File: src/rtl/idelay_tap_loader.sv
// idelay_tap_loader: loads IDELAY taps one channel at a time, verifies them via docnt and retries on mismatch; IDELAY_TAP_SWEEP_EN adds a periodic +1 tap sweep.
// Latency: a request is acted on 3 clk after cmd_req toggles; every load attempt costs SETTLE_CYC+2 clk.
// Backpressure: waits in WAIT_RDY while rdy=0; a request arriving while busy is dropped and raises ovr.
module idelay_tap_loader #(
    parameter int NCH        = 4,
    parameter int TAP_W      = 5,
    parameter int SETTLE_CYC = 4,
    parameter int MAX_RETRY  = 3
`ifdef IDELAY_TAP_SWEEP_EN
   ,parameter int SWEEP_DIV  = 1024
`endif
) (
    input  logic                 clk,
    input  logic                 rst,
    input  logic                 rdy,
    input  logic                 cmd_req,
    input  logic [NCH-1:0]       cmd_mask,
    input  logic [NCH*TAP_W-1:0] cmd_tap,
    output logic [NCH-1:0]       ldcnt,
    output logic [NCH*TAP_W-1:0] dicnt,
    input  logic [NCH*TAP_W-1:0] docnt,
    output logic [NCH*TAP_W-1:0] tap_cur,
    output logic                 busy,
    output logic                 done,
    output logic [NCH-1:0]       err_ch,
    output logic                 ovr
`ifdef IDELAY_TAP_SWEEP_EN
   ,input  logic                 sweep_en
`endif
);

    localparam int CH_W = (NCH > 1) ? $clog2(NCH) : 1;
    localparam int RT_W = (MAX_RETRY > 0) ? $clog2(MAX_RETRY + 1) : 1;
    localparam int ST_W = (SETTLE_CYC > 1) ? $clog2(SETTLE_CYC) : 1;

    typedef enum logic [2:0] {
        S_IDLE, S_WAIT_RDY, S_SCAN, S_LOAD, S_SETTLE, S_CHECK, S_DONE
    } state_t;

    state_t                    state, state_nxt;
    logic [NCH-1:0][TAP_W-1:0] tgt_tap, cur_tap, docnt_a;
    logic [NCH-1:0]            tgt_mask;
    logic [CH_W-1:0]           ch, scan_ch, nxt_ch;
    logic                      scan_hit, nxt_hit;
    logic [RT_W-1:0]           retry;
    logic [ST_W-1:0]           settle_cnt;
    logic [2:0]                req_sync;
    logic                      req_edge, sweep_tick, start;
    logic                      settle_last, chk_pass, retry_max, ch_finish;

    assign docnt_a     = docnt;
    assign dicnt       = tgt_tap;
    assign tap_cur     = cur_tap;
    assign req_edge    = req_sync[2] ^ req_sync[1];
    assign start       = (state == S_IDLE) && (req_edge || sweep_tick);
    assign settle_last = (settle_cnt == ST_W'(SETTLE_CYC - 1));
    assign chk_pass    = (docnt_a[ch] == tgt_tap[ch]);
    assign retry_max   = (retry == RT_W'(MAX_RETRY));
    assign ch_finish   = chk_pass || retry_max;

`ifdef IDELAY_TAP_SWEEP_EN
    localparam int SW_W = (SWEEP_DIV > 1) ? $clog2(SWEEP_DIV) : 1;
    logic [SW_W-1:0] sweep_cnt;

    assign sweep_tick = sweep_en && (state == S_IDLE) && (sweep_cnt == SW_W'(SWEEP_DIV - 1));

    always_ff @(posedge clk or posedge rst) begin
        if (rst) begin
            sweep_cnt <= '0;
        end else if (!sweep_en || sweep_tick) begin
            sweep_cnt <= '0;
        end else if (state == S_IDLE) begin
            sweep_cnt <= sweep_cnt + SW_W'(1);
        end
    end
`else
    assign sweep_tick = 1'b0;
`endif

    // Lowest enabled channel at/after ch (scan) and strictly after ch (look-ahead from CHECK).
    always_comb begin
        scan_hit = 1'b0;
        scan_ch  = '0;
        nxt_hit  = 1'b0;
        nxt_ch   = '0;
        for (int i = NCH - 1; i >= 0; i--) begin
            if (tgt_mask[i] && (i >= int'(ch))) begin
                scan_hit = 1'b1;
                scan_ch  = CH_W'(i);
            end
            if (tgt_mask[i] && (i > int'(ch))) begin
                nxt_hit = 1'b1;
                nxt_ch  = CH_W'(i);
            end
        end
    end

    always_ff @(posedge clk or posedge rst) begin
        if (rst) state <= S_IDLE;
        else     state <= state_nxt;
    end

    always_comb begin
        state_nxt = state;
        case (state)
            S_IDLE:     if (start) state_nxt = S_WAIT_RDY;
            S_WAIT_RDY: if (rdy) state_nxt = S_SCAN;
            S_SCAN:     state_nxt = scan_hit ? S_LOAD : S_DONE;
            S_LOAD:     state_nxt = !rdy ? S_WAIT_RDY : S_SETTLE;
            S_SETTLE:   state_nxt = !rdy ? S_WAIT_RDY : (settle_last ? S_CHECK : S_SETTLE);
            S_CHECK: begin
                if (!rdy)           state_nxt = S_WAIT_RDY;
                else if (!ch_finish) state_nxt = S_LOAD;
                else                state_nxt = nxt_hit ? S_LOAD : S_DONE;
            end
            S_DONE:     state_nxt = S_IDLE;
            default:    state_nxt = S_IDLE;
        endcase
    end

    always_comb begin
        ldcnt = '0;
        if ((state == S_LOAD) && rdy) ldcnt[ch] = 1'b1;
        busy = (state != S_IDLE);
        done = (state == S_DONE);
    end

    always_ff @(posedge clk or posedge rst) begin
        if (rst) begin
            req_sync   <= '0;
            tgt_mask   <= '0;
            tgt_tap    <= '0;
            cur_tap    <= '0;
            err_ch     <= '0;
            ovr        <= 1'b0;
            ch         <= '0;
            retry      <= '0;
            settle_cnt <= '0;
        end else begin
            req_sync <= {req_sync[1:0], cmd_req};
            if ((state == S_IDLE) && req_edge) begin
                tgt_mask <= cmd_mask;
                tgt_tap  <= cmd_tap;
                err_ch   <= '0;
                ovr      <= 1'b0;
                ch       <= '0;
                retry    <= '0;
            end else if (start) begin
                // Sweep step: every channel of the last captured mask advances one tap, wrapping.
                for (int i = 0; i < NCH; i++) begin
                    if (tgt_mask[i]) tgt_tap[i] <= tgt_tap[i] + TAP_W'(1);
                end
                ch    <= '0;
                retry <= '0;
            end
            if ((state != S_IDLE) && req_edge) ovr <= 1'b1;
            case (state)
                S_SCAN:   if (scan_hit) ch <= scan_ch;
                S_LOAD:   settle_cnt <= '0;
                S_SETTLE: settle_cnt <= settle_cnt + ST_W'(1);
                S_CHECK: begin
                    if (rdy) begin
                        if (chk_pass)       cur_tap[ch] <= tgt_tap[ch];
                        else if (retry_max) err_ch[ch]  <= 1'b1;
                        if (ch_finish) begin
                            retry <= '0;
                            if (nxt_hit) ch <= nxt_ch;
                        end else begin
                            retry <= retry + RT_W'(1);
                        end
                    end
                end
                default: ;
            endcase
        end
    end

endmodule
File: config.mk
export PLATFORM = sky130hd
export DESIGN_NAME = idelay_tap_loader
export DESIGN_NICKNAME = d
export VERILOG_FILES = /design/src/rtl/idelay_tap_loader.sv
export SDC_FILE = /design/constraint.sdc
export NUM_CORES = 1
export LEC_CHECK = 0
export ABC_AREA = 1
export BUFFER_PORTS_ARGS = -buffer_cell sky130_fd_sc_hd__buf_2
export CAP_MARGIN = 20
export CORE_MARGIN = 8
export CORE_UTILIZATION = 45
export CTS_BUF_LIST = sky130_fd_sc_hd__clkbuf_16
export CTS_CLUSTER_DIAMETER = 150
export DETAILED_ROUTE_END_ITERATION = 8
export PLACE_DENSITY = 0.75
export SYNTH_ARGS = -nofsm -noshare
export SYNTH_HDL_FRONTEND = slang
export SYNTH_SLANG_ARGS = --single-unit
File: constraint.sdc
create_clock -name clk -period 1.8 [get_ports clk]
set_input_delay 0.18 -clock clk [delete_from_list [all_inputs] [get_ports clk]]
set_output_delay 0.18 -clock clk [all_outputs]
set_load 0.1 [all_outputs]
; Word level (Yosys, flattened, before mapping)
; Cells that the tools add are included.
; Widths: inputs -> output; s select.
[totals]
memories = 0
register_bits = 61
ramBits = 0
latch_bits = 0
romBits = 0
out_inout_bits = 51
word_cells = 108
input_bits = 48
[classes]
eq_ne = 11
bitwise = 2
n_reduce_logical = 17
n_lt_le_gt_ge = 8
div_mod_pow = 0
shift = 0
n_mux = 52
add_sub_neg = 2
n_mul = 0
[ops]
columns = op, n
row1 = $mux 2, 16
row2 = $mux 3, 8
row3 = $mux 4, 6
row4 = $bmux 5 s2, 2
row5 = $bwmux 20, 1
row6 = $pmux 3 s6, 1
row7 = $mux 5, 3
row8 = $mux 1, 11
row9 = $demux 5 s2, 1
row10 = $logic_and 1x1->1, 10
row11 = $eq 3x3->1 const B, 3
row12 = $pmux 2 s2, 2
row13 = $eq 3x2->1 const B, 2
row14 = $eq 5x5->1, 1
row15 = $add 2x1->2 const B, 2
row16 = $eq 2x2->1 const B, 2
row17 = $ge 1x2->1 const A, 2
row18 = $gt 2x2->1 const A, 2
row19 = $ne 2x2->1 const B, 2
row20 = $or 4x4->4, 1
row21 = $reduce_bool 2->1, 2
row22 = $eq 3x1->1 const B, 1
row23 = $logic_not 3->1, 1
row24 = $lt 2x3->1 const B, 1
row25 = other kinds (9), 9

; Longest topological paths before layout
; Gate-level depths: netlist of run 1.
[logic_depth]
depth_word = 9
ltp_mapped = 16
depth_no_buf = 14

; Least setup slack after synthesis of run 1
; No wires, ideal clock.
[synth_timing]
path_type = register to output
start = reg state[2]
end = out done
path_stages_with_launch = 3
t_arrival_ns = 2.496
slack_ns = -0.876
cell_sequence = dfrtp_1 -> inv_1 -> nor3_1
[synth_between]
elab_chain_cells = 1
[synth_rtl]
columns = item, line
row1 = from (decl), 40  ; state_t state, state_nxt;
row2 = from (signal assigned), 100  ; else state <= state_nxt;
row3 = $eq 3x3->1, 125  ; done = (state == S_DONE);
row4 = to (decl), 24  ; output logic done,
; No other way between the ends.

; Worst setup path after layout of run 1
[layout_timing]
start = reg ch[0]
end = reg cur_tap, in the netlist tap_cur[7]
[layout_between]
elab_chain_cells = 5
[layout_rtl]
columns = item, line
row1 = from (decl), 43  ; logic [CH_W-1:0] ch, scan_ch, nxt_ch;
row2 = from (signal assigned), 158  ; S_SCAN: if (scan_hit) ch <= scan_ch;
row3 = from (signal assigned), 167  ; if (nxt_hit) ch <= nxt_ch;
row4 = $lt 2x3->1 (not written as such) or $ge 2x1->1 (tied branches), 163  ; if (chk_pass) cur_tap[ch] <= tgt_tap[ch];
row5 = $logic_and 1x1->1 (not written as such), 163
row6 = $mux 5 (not written as such), 163
row7 = $demux 5 s2, 163
row8 = $bwmux 20, 163
row9 = "to (signal, indexed assignment)", 163
row10 = to (decl), 41  ; logic [NCH-1:0][TAP_W-1:0] tgt_tap, cur_tap, docnt_a;
; Parallel ways exist; a longest one is shown, timed or not. The select of a mux whose other input is x is not followed.
; A chain may end at the register's enable or synchronous reset.

==> results.md, run 1 <==
- For this run, the register share of the synthesized area comes to 46.9%.
- The post-placement cell count is 677.
- The utilization of the core after routing is 70.8%.
- The number of fill cells is 589.
- Summed over all nets, the switching power comes to 4.98 mW.
- The floorplan has 31 rows.
- By startpoint and endpoint, the worst setup path is classified as reg2reg.
- The number of cells on the worst hold path is 3.
- The detailed router put a total of 4360 µm of wire on met1.
- The final setup skew is between 0.006 and 0.007 ns.
- The total power is 9.41 mW.
- The horizontal die dimension is approximately 100 µm.
- The share of the synthesized area in compound gates (AO/OA/AOI/OAI) is 8.69%.
- The share of power burned in the clock network is approximately 19%.
- The launch point of the worst reg-to-reg path is ch[0].
- Leaving out fill and tap cells, the most frequent cells in the layout are nand2_1, buf_2, dfrtp_1, nand2_2, buf_4.
- The minimum setup slack after placement is -0.399 ns.
- The run finished, with violations left.
- The final setup TNS is -8.61 ns.
- After the first detailed-routing iteration, the DRC count stood at 177.
- The die area is 10200 µm².
- The synthesized netlist occupies a cell area of 3260 µm².
- The first-pass detailed-route iteration total is 4.
- After clock tree synthesis, the clock-pin slew on the worst setup and hold paths is 0.06 ns.
- The share of the clock period used by the worst path is 121%.
- When the netlist entered floorplanning its net count stood at slightly above 500.
- The simple logic cell fraction of the synthesized area is a little under two fifths.
- In the final routed layout, each cell accounts on average for 14.6 µm.
- The largest individual stage delay along the critical path comes from the cell dfrtp_2.
- The antenna diode count is 0.
- Setup repair after global routing could not meet its margin everywhere.
- The setup check on the worst reg-to-reg path leaves a slack of -0.37 ns.
- The number of clock sinks is 61.
- The combinational fraction of design power is 58.0%.
- Of the total synthesized cell area, the portion taken by XOR and XNOR cells is 0.269%.
- The type of element capturing the critical path is a register.
- Of the cells placed in the final design, the portion with a size suffix greater than 1 is 45.2%.
- The required time of the worst setup path is a little over 2 ns.
- The total internal power is around 4.4 mW.
- After synthesis, the largest family of logic cells by area is simple AND/OR/NAND/NOR gates.
- For the worst setup path, the data arrival time is 2.39 ns.
- Measured along the y axis, the die boundary spans 101 µm.
- The worst min-delay path class is in2reg.
- The number of buffers created by CTS is 9.
- The number of buffers and inverters on the critical path is 4.
- The deepest level of the CTS H-tree is 3.
- Power spread over the standard cell area amounts to 1860 nW/µm².
- Summing all non-filler instances in the final layout gives an area of 5050 µm².
- The library cell used most frequently in the layout, excluding fill and tap cells, is nand2_1.
- The via density per instance is slightly above 5.
- The highest signal layer in the routed design is met4.
- The checks that failed: setup timing.
- The endpoint of the worst-slack reg-to-reg timing path is tap_cur[7].
- Detailed routing placed a total of 5240 µm of wire on met2.
- The root buffer cell is clkbuf_16.
- The type of element launching the critical path is a register.
- The slew at the pin closest to its max-slew limit is 0.494 ns.
- The area of the core is 7140 µm².
- The clock insertion delay at the later pin of the skew report is 0.33 ns.
- After legalization and detailed placement, the total HPWL measured 7220 µm.
- The count of input and output buffers is 98.
- The count of pins over their slew limit is 0.
- The overall routed net length is between 10000 and 15000 µm.
- The clock passes through at most 2 buffers.
- The switching portion of total power is around 53%.
- TritonCTS built the clock tree.
- Setup violations remaining at the end of the flow were counted as 34.
- The cell that appears most often on the critical path is nand2_2.
- The final layout contains 656 nets.
- The initial antenna violation count was 0.
- The pin count of the biggest net entering global routing is 30.
- In the detailed route, the total length drawn on met3 is 522 µm.
- The synthesized netlist contains 28 unique library cells.
- The number of antenna-violating nets in the routed design is 0.
- The synthesized netlist devotes 0.769% of its cell area to adder and majority cells.
- The gate count after technology mapping is 464.
- The smallest clock period supported by the final layout is computed as about 2.2 ns.
- Traced cell by cell, the critical path runs through buf_6, nor2_4, nand2_1, nand2_2, inv_2, nand2_2, nand2_2, nand2_2, nand3_2, inv_2, nand2_4, nor3_4, buf_6, nand2_8, nand2_2, o21ai_1.
- The average footprint of a synthesized cell is 7.02 µm².
- The initial utilization of the core area, before any placement, comes to 45.6%.
- The number of register bits inferred by synthesis is 61.
- The number of non-filler instances in the completed layout is 710.
- a little under 100 I/O pins were placed.
- Global routing used 18.9% of the available tracks across all layers.
- The launch point of the critical path is ch[0].
- On the final layout, the worst hold slack is 0.0452 ns.
- The routed layout has between 3000 and 4000 vias.
- The worst register-to-register path has a depth of 16.
- The area added between synthesis and finish is 55.1%.
- The hold violation total from the final report is 0.
- Following the worst setup path forward leads to its endpoint at tap_cur[7].
- The placer congestion estimate is 0.868.
- The post-route worst setup slack is -0.375 ns.
- Along the worst path, the maximum fanout reaches 6.
- The worst-case vdd ir drop is 1.94 mV.
- The DRC violations left is 0.
- The maximum clock frequency is around 460 MHz.
- The warning count from the yosys run is 0.
- Per report_power, the sequential group accounts for between 20% and 30% of the total.
- The final global-route overflow total is 0.
- Once placement finished, the instance area stood at 4290 µm².
- The first global-routing pass estimated 15400 µm of wire.
- Multiplexer cells account for 0% of the synthesized area.
- The number of global-route vias before repair is 3374.
- The peak per-stage delay on the critical path is between 0.4 and 0.5 ns.
- The worst slew slack as a fraction of its limit is roughly 67%.
- Counting buffers and inverters, the worst setup path is 16 cells deep.
- Grouping stages by cell kind, the critical path spends the most delay in simple AND/OR/NAND/NOR gates.
- The static leakage is approximately 2.7 nW.
- The tool flagged a number of max-cap violations equal to 0.
## kinds of logic after synthesis
| logic type | count (synthesis) |
|---|---|
| compound gates | 52 |
| fa+ha+maj | 2 |
| flops | 61 |
| simple gates | 296 |
| buf+inv | 52 |
| xor+xnor | 1 |
## state kept, by name (all words and copies together) (netlist names)
name and cells:
ch 2, dicnt 20, err_ch 4, ovr 1, req_sync 3, retry 2, settle_cnt 2, state 3
tap_cur 20, tgt_mask 4
## layer usage
| metal | global-route usage, % | vias to the layer above |
|---|---|---|
| met5 | 0 | - |
| met4 | 8.59 | 0 |
| met3 | 3.66 | 22 |
| met2 | 31.0 | 119 |
| met1 | 23.4 | 1703 |
| li1 | - | 1758 |
## cells in the mapped netlist, drive strengths merged
cell / number / area (µm²)
o21ai: 39 / 195
dfrtp: 61 / 1530
o21bai: 1 / 7.51
nand2: 222 / 843
xnor2: 1 / 8.76
o22ai: 2 / 12.5
clkbuf: 6 / 22.5
a211oi: 1 / 7.51
nand3b: 1 / 7.51
o21a: 1 / 7.51
nand3: 29 / 145
buf: 10 / 60.1
ha: 2 / 25.0
a32oi: 1 / 8.76
o31a: 1 / 8.76
nor3: 6 / 41.3
inv: 36 / 135
a32o: 1 / 10.0
nor2: 38 / 158
a21oi: 5 / 25.0
## worst min-delay path, delay by kind of cell
family                 cells  cell delay [ns]
and+or+nand+nor            2             0.09
buffers and inverters      1             0.08
## how the worst min path moves through the flow
stage | from | to | slack (ns)
finish | cmd_tap[8] | dicnt[8] | 0.05
detailed placement | rst | settle_cnt[1] | 0.13
global route | cmd_tap[8] | dicnt[8] | 0.06
CTS | cmd_tap[8] | dicnt[8] | 0.04
global placement | rst | settle_cnt[0] | 0.14
floorplan | cmd_req | req_sync[0] | 0.21
## power groups by stage
stage / clock network, mW / registers [mW] / logic (mW)
after floorplan: 0 / 3.82 / 2.06
after global placement: 0 / 2.12 / 4.88
after detailed placement: 0 / 2.13 / 4.93
after CTS: 1.83 / 2.13 / 5.00
after global routing: 1.89 / 2.18 / 5.84
final: 1.82 / 2.14 / 5.46
## layout make-up
cell class,count,area [µm²],area share (%)
multi-input combinational,355,1910,37.8
tap,99,124,2.45
sequential,61,1550,30.8
clock inverter,7,91.3,1.81
clock buffer,9,225,4.46
inverter,36,144,2.85
timing repair buffer,143,1000,19.9
## repair_timing
item / in CTS / in global routing
hold buffers: 2 / 0
setup endpoints to repair: 34 / 34
resized for setup: 13 / 73
pin swaps: 4 / 30
buffers inserted: 2 / 9
cloned: 0 / 5
endpoints found under the hold margin: 9 / 0
Power figures use the tool's default switching activity.
==> run 2: changes to the inputs <==
--- a/config.mk
+++ b/config.mk
@@ -13,6 +13,7 @@
 export CTS_BUF_LIST = sky130_fd_sc_hd__clkbuf_16
 export CTS_CLUSTER_DIAMETER = 150
 export DETAILED_ROUTE_END_ITERATION = 8
+export GPL_ROUTABILITY_DRIVEN = 0
 export PLACE_DENSITY = 0.75
 export SYNTH_ARGS = -nofsm -noshare
 export SYNTH_HDL_FRONTEND = slang
==> constraint.sdc (replaced) <==
create_clock -name clk -period 1.8 [get_ports clk]
set_input_delay 0.18 -clock clk [delete_from_list [all_inputs] [get_ports clk]]
set_output_delay 0.18 -clock clk [all_outputs]
set_load 0.02 [all_outputs]
==> run 2 against run 1 <==
  * Wire length increased by 4.9%
  * The flow still finishes with violations (setup timing)
  * Largest cell class unchanged
  * Final cell count is 1.8% higher
  * Power is 19% lower
  * Sequential cell count unchanged
  * Largest power group unchanged
==> results.md, run 2 (synthesis results as in run 1) <==
- The number of buffers created by CTS is 9.
- The finished cells cover 4980 µm².
- The longest clock path from root to sink contains 2 buffers.
- Final hold analysis gives a worst-case slack of 0.0420 ns.
- The areal power density over the cells is 1540 nW/µm².
- The number of antenna-violating nets in the routed design is 0.
- CTS saw 61 sinks.
- The final global-route overflow total is 0.
- The share of the clock period used by the worst path is 122%.
- The number of cell rows is 31.
- The deepest level of the CTS H-tree is 3.
- The tightest min-delay check is of the in2reg type.
- The overall routed net length is 10800 µm.
- The number of global-route vias before repair was about 3700.
- The final layout contains 669 nets.
- Based on the critical path, the design can be clocked at up to approximately 460 MHz.
- The slew at the pin closest to its max-slew limit is 0.554 ns.
- The routed design could run at a clock period as short as 2.19 ns.
- In the final routed layout, each cell accounts on average for 15.0 µm.
- After detailed routing, the number of vias per cell comes to 5.09.
- For the worst flop-to-flop path, the logic depth is 16.
- The critical path is of the reg2reg type.
- After detailed routing, the number of remaining DRC violations is 0.
- The flow ran to the end, but the final reports show violations.
- The first TritonRoute pass finished after 5 iterations.
- The max capacitance violation total is 0.
- Once the floorplan was initialized, standard cells occupied roughly 46% of the core.
- The vertical die dimension is approximately 100 µm.
- In this run the tool buffered the top-level ports with 98 buffer cells.
- Power comes to 7.65 mW.
- The launch instance of the worst min-delay path is cmd_tap[2].
- Leaving out fill and tap cells, the most frequent cell in the layout is nand2_1.
- just under 100 I/O pins were placed.
- From synthesis to final layout, the design area changed by 52.9%.
- The share of layout cells above drive strength 1 is 39.4%.
- The checks that failed: setup timing.
- The worst register-to-register path begins at ch[0].
- The clock insertion delay at the later pin of the skew report is 0.33 ns.
- The HPWL after detailed placement is between 7000 and 8000 µm.
- Entering global routing, the biggest net connects 27 pins.
- STA classifies the critical path endpoint as a register.
- The all-layer global routing usage is 21.2%.
- The required time of the worst setup path is approximately 2 ns.
- The hold violation total from the final report is 0.
- The initial antenna violation count is 0.
- The worst-case vdd ir drop is approximately 0.96 mV.
- The clock-pin transition on the worst setup and hold timing paths is 0.05 ns.
- The analysis attributes to cell leakage a power of 2.72 nW.
- In this run the register-to-register setup slack is -0.39 ns.
- The clock arrives with 0.00529 ns of skew.
- The cell sitting at the root of the clock tree is a clkbuf_16.
- The die area is 10200 µm².
- Setup repair after global routing could not meet its margin everywhere.
- The count of pins over their slew limit is 0.
- The worst pin sits at a relative slew slack of 63.0%.
- The arrival time of the worst setup path is 2.40 ns.
- The first global-routing pass estimated 17100 µm of wire.
- STA classifies the critical path startpoint as a register.
- In this run the worst path has a maximum fanout of 6.
- The final-report setup violation count is 32.
- The area of placed instances is 4110 µm².
- 0 antenna diodes ended up in the layout.
- The TritonCTS clock tree is built.
- The floorplan step set the die width to 101 µm.
- The critical path starts at ch[0].
- The number of vias in the routed layout is 3677.
- The post-route worst setup slack is -0.390 ns.
- The detailed router's first-iteration violation count is 264.
- Counting instances, the worst hold path has a depth of 3.
- In the layout the commonest cells are nand2_1, buf_2, dfrtp_1, buf_4, inv_1.
- The area of the core is 7140 µm².
run 2: cell count changes in the layout (fill, tap and decap cells not counted), sizes merged:
| cell | delta |
|---|---|
| clkbuf | -1 |
| buf | +14 |
| clkinv | +1 |
| bufinv | -1 |
run 2: path summary, 6_finish.rpt:
path,end
worst max-delay path,tap_cur[18]
worst min-delay path,dicnt[2]
worst max register to register,tap_cur[18]
worst min register to register,req_sync[1]
max in group asynchronous,tgt_mask[0]
min in group asynchronous,settle_cnt[0]
run 2: layer usage:
layer  global-route usage [%]  share of wire [%]  vias up  wire, µm
li1                         -                  -     1781         -
met1                     24.4                 40     1695      4300
met2                     35.6                 50      162      5380
met3                     4.56                6.9       39       747
met4                     11.8                3.8        0       410
met5                        0                  0        -         0
run 2: per-stage QoR:
step           setup slack, ns  setup TNS, ns  cells  util, %
2_1_floorplan          -0.0979          -1.81    464        -
3_3_place_gp            -0.278          -5.84    681     57.6
3_5_place_dp            -0.413          -9.00    681     57.6
4_1_cts                 -0.242          -5.66    715     66.6
5_1_grt                 -0.527         -13.91    723     69.7
6_report                -0.390          -9.33    723     69.7
run 2: what timing repair did:
item,in CTS,in global routing
gates cloned,4,1
endpoints found under the hold margin,25,0
hold buffers,2,0
setup buffers,12,8
pin swaps,21,10
gates resized for setup,47,53
endpoints found under the setup margin,32,54
run 2: cell type report:
type / count / area [µm²]
Clock buffer: 9 / 225
Tap cell: 99 / 124
Fill cell: 581 / 2160
Multi-Input combinational cell: 355 / 1830
Clock inverter: 7 / 66.3
Sequential cell: 61 / 1530
Inverter: 36 / 148
Timing Repair Buffer: 156 / 1050
run 2: report_power, final:
part / switching (mW) / internal, mW
combinational: 2.38 / 1.52
clock: 0.614 / 1.06
sequential: 0.339 / 1.74
total: 3.33 / 4.32
run 2: worst max-delay path, cell delays in order, from the launching register on:
cell	delay (ns)
dfrtp_2	0.50
inv_4	0.08
buf_4	0.16
nand2_1	0.08
o21ai_1	0.07
nor2_2	0.14
nand2_1	0.08
nand2_1	0.08
nand2_1	0.07
inv_1	0.07
nand2_2	0.07
nor3_4	0.15
buf_12	0.17
buf_8	0.13
nand2_8	0.06
nand2_2	0.06
o21ai_1	0.08
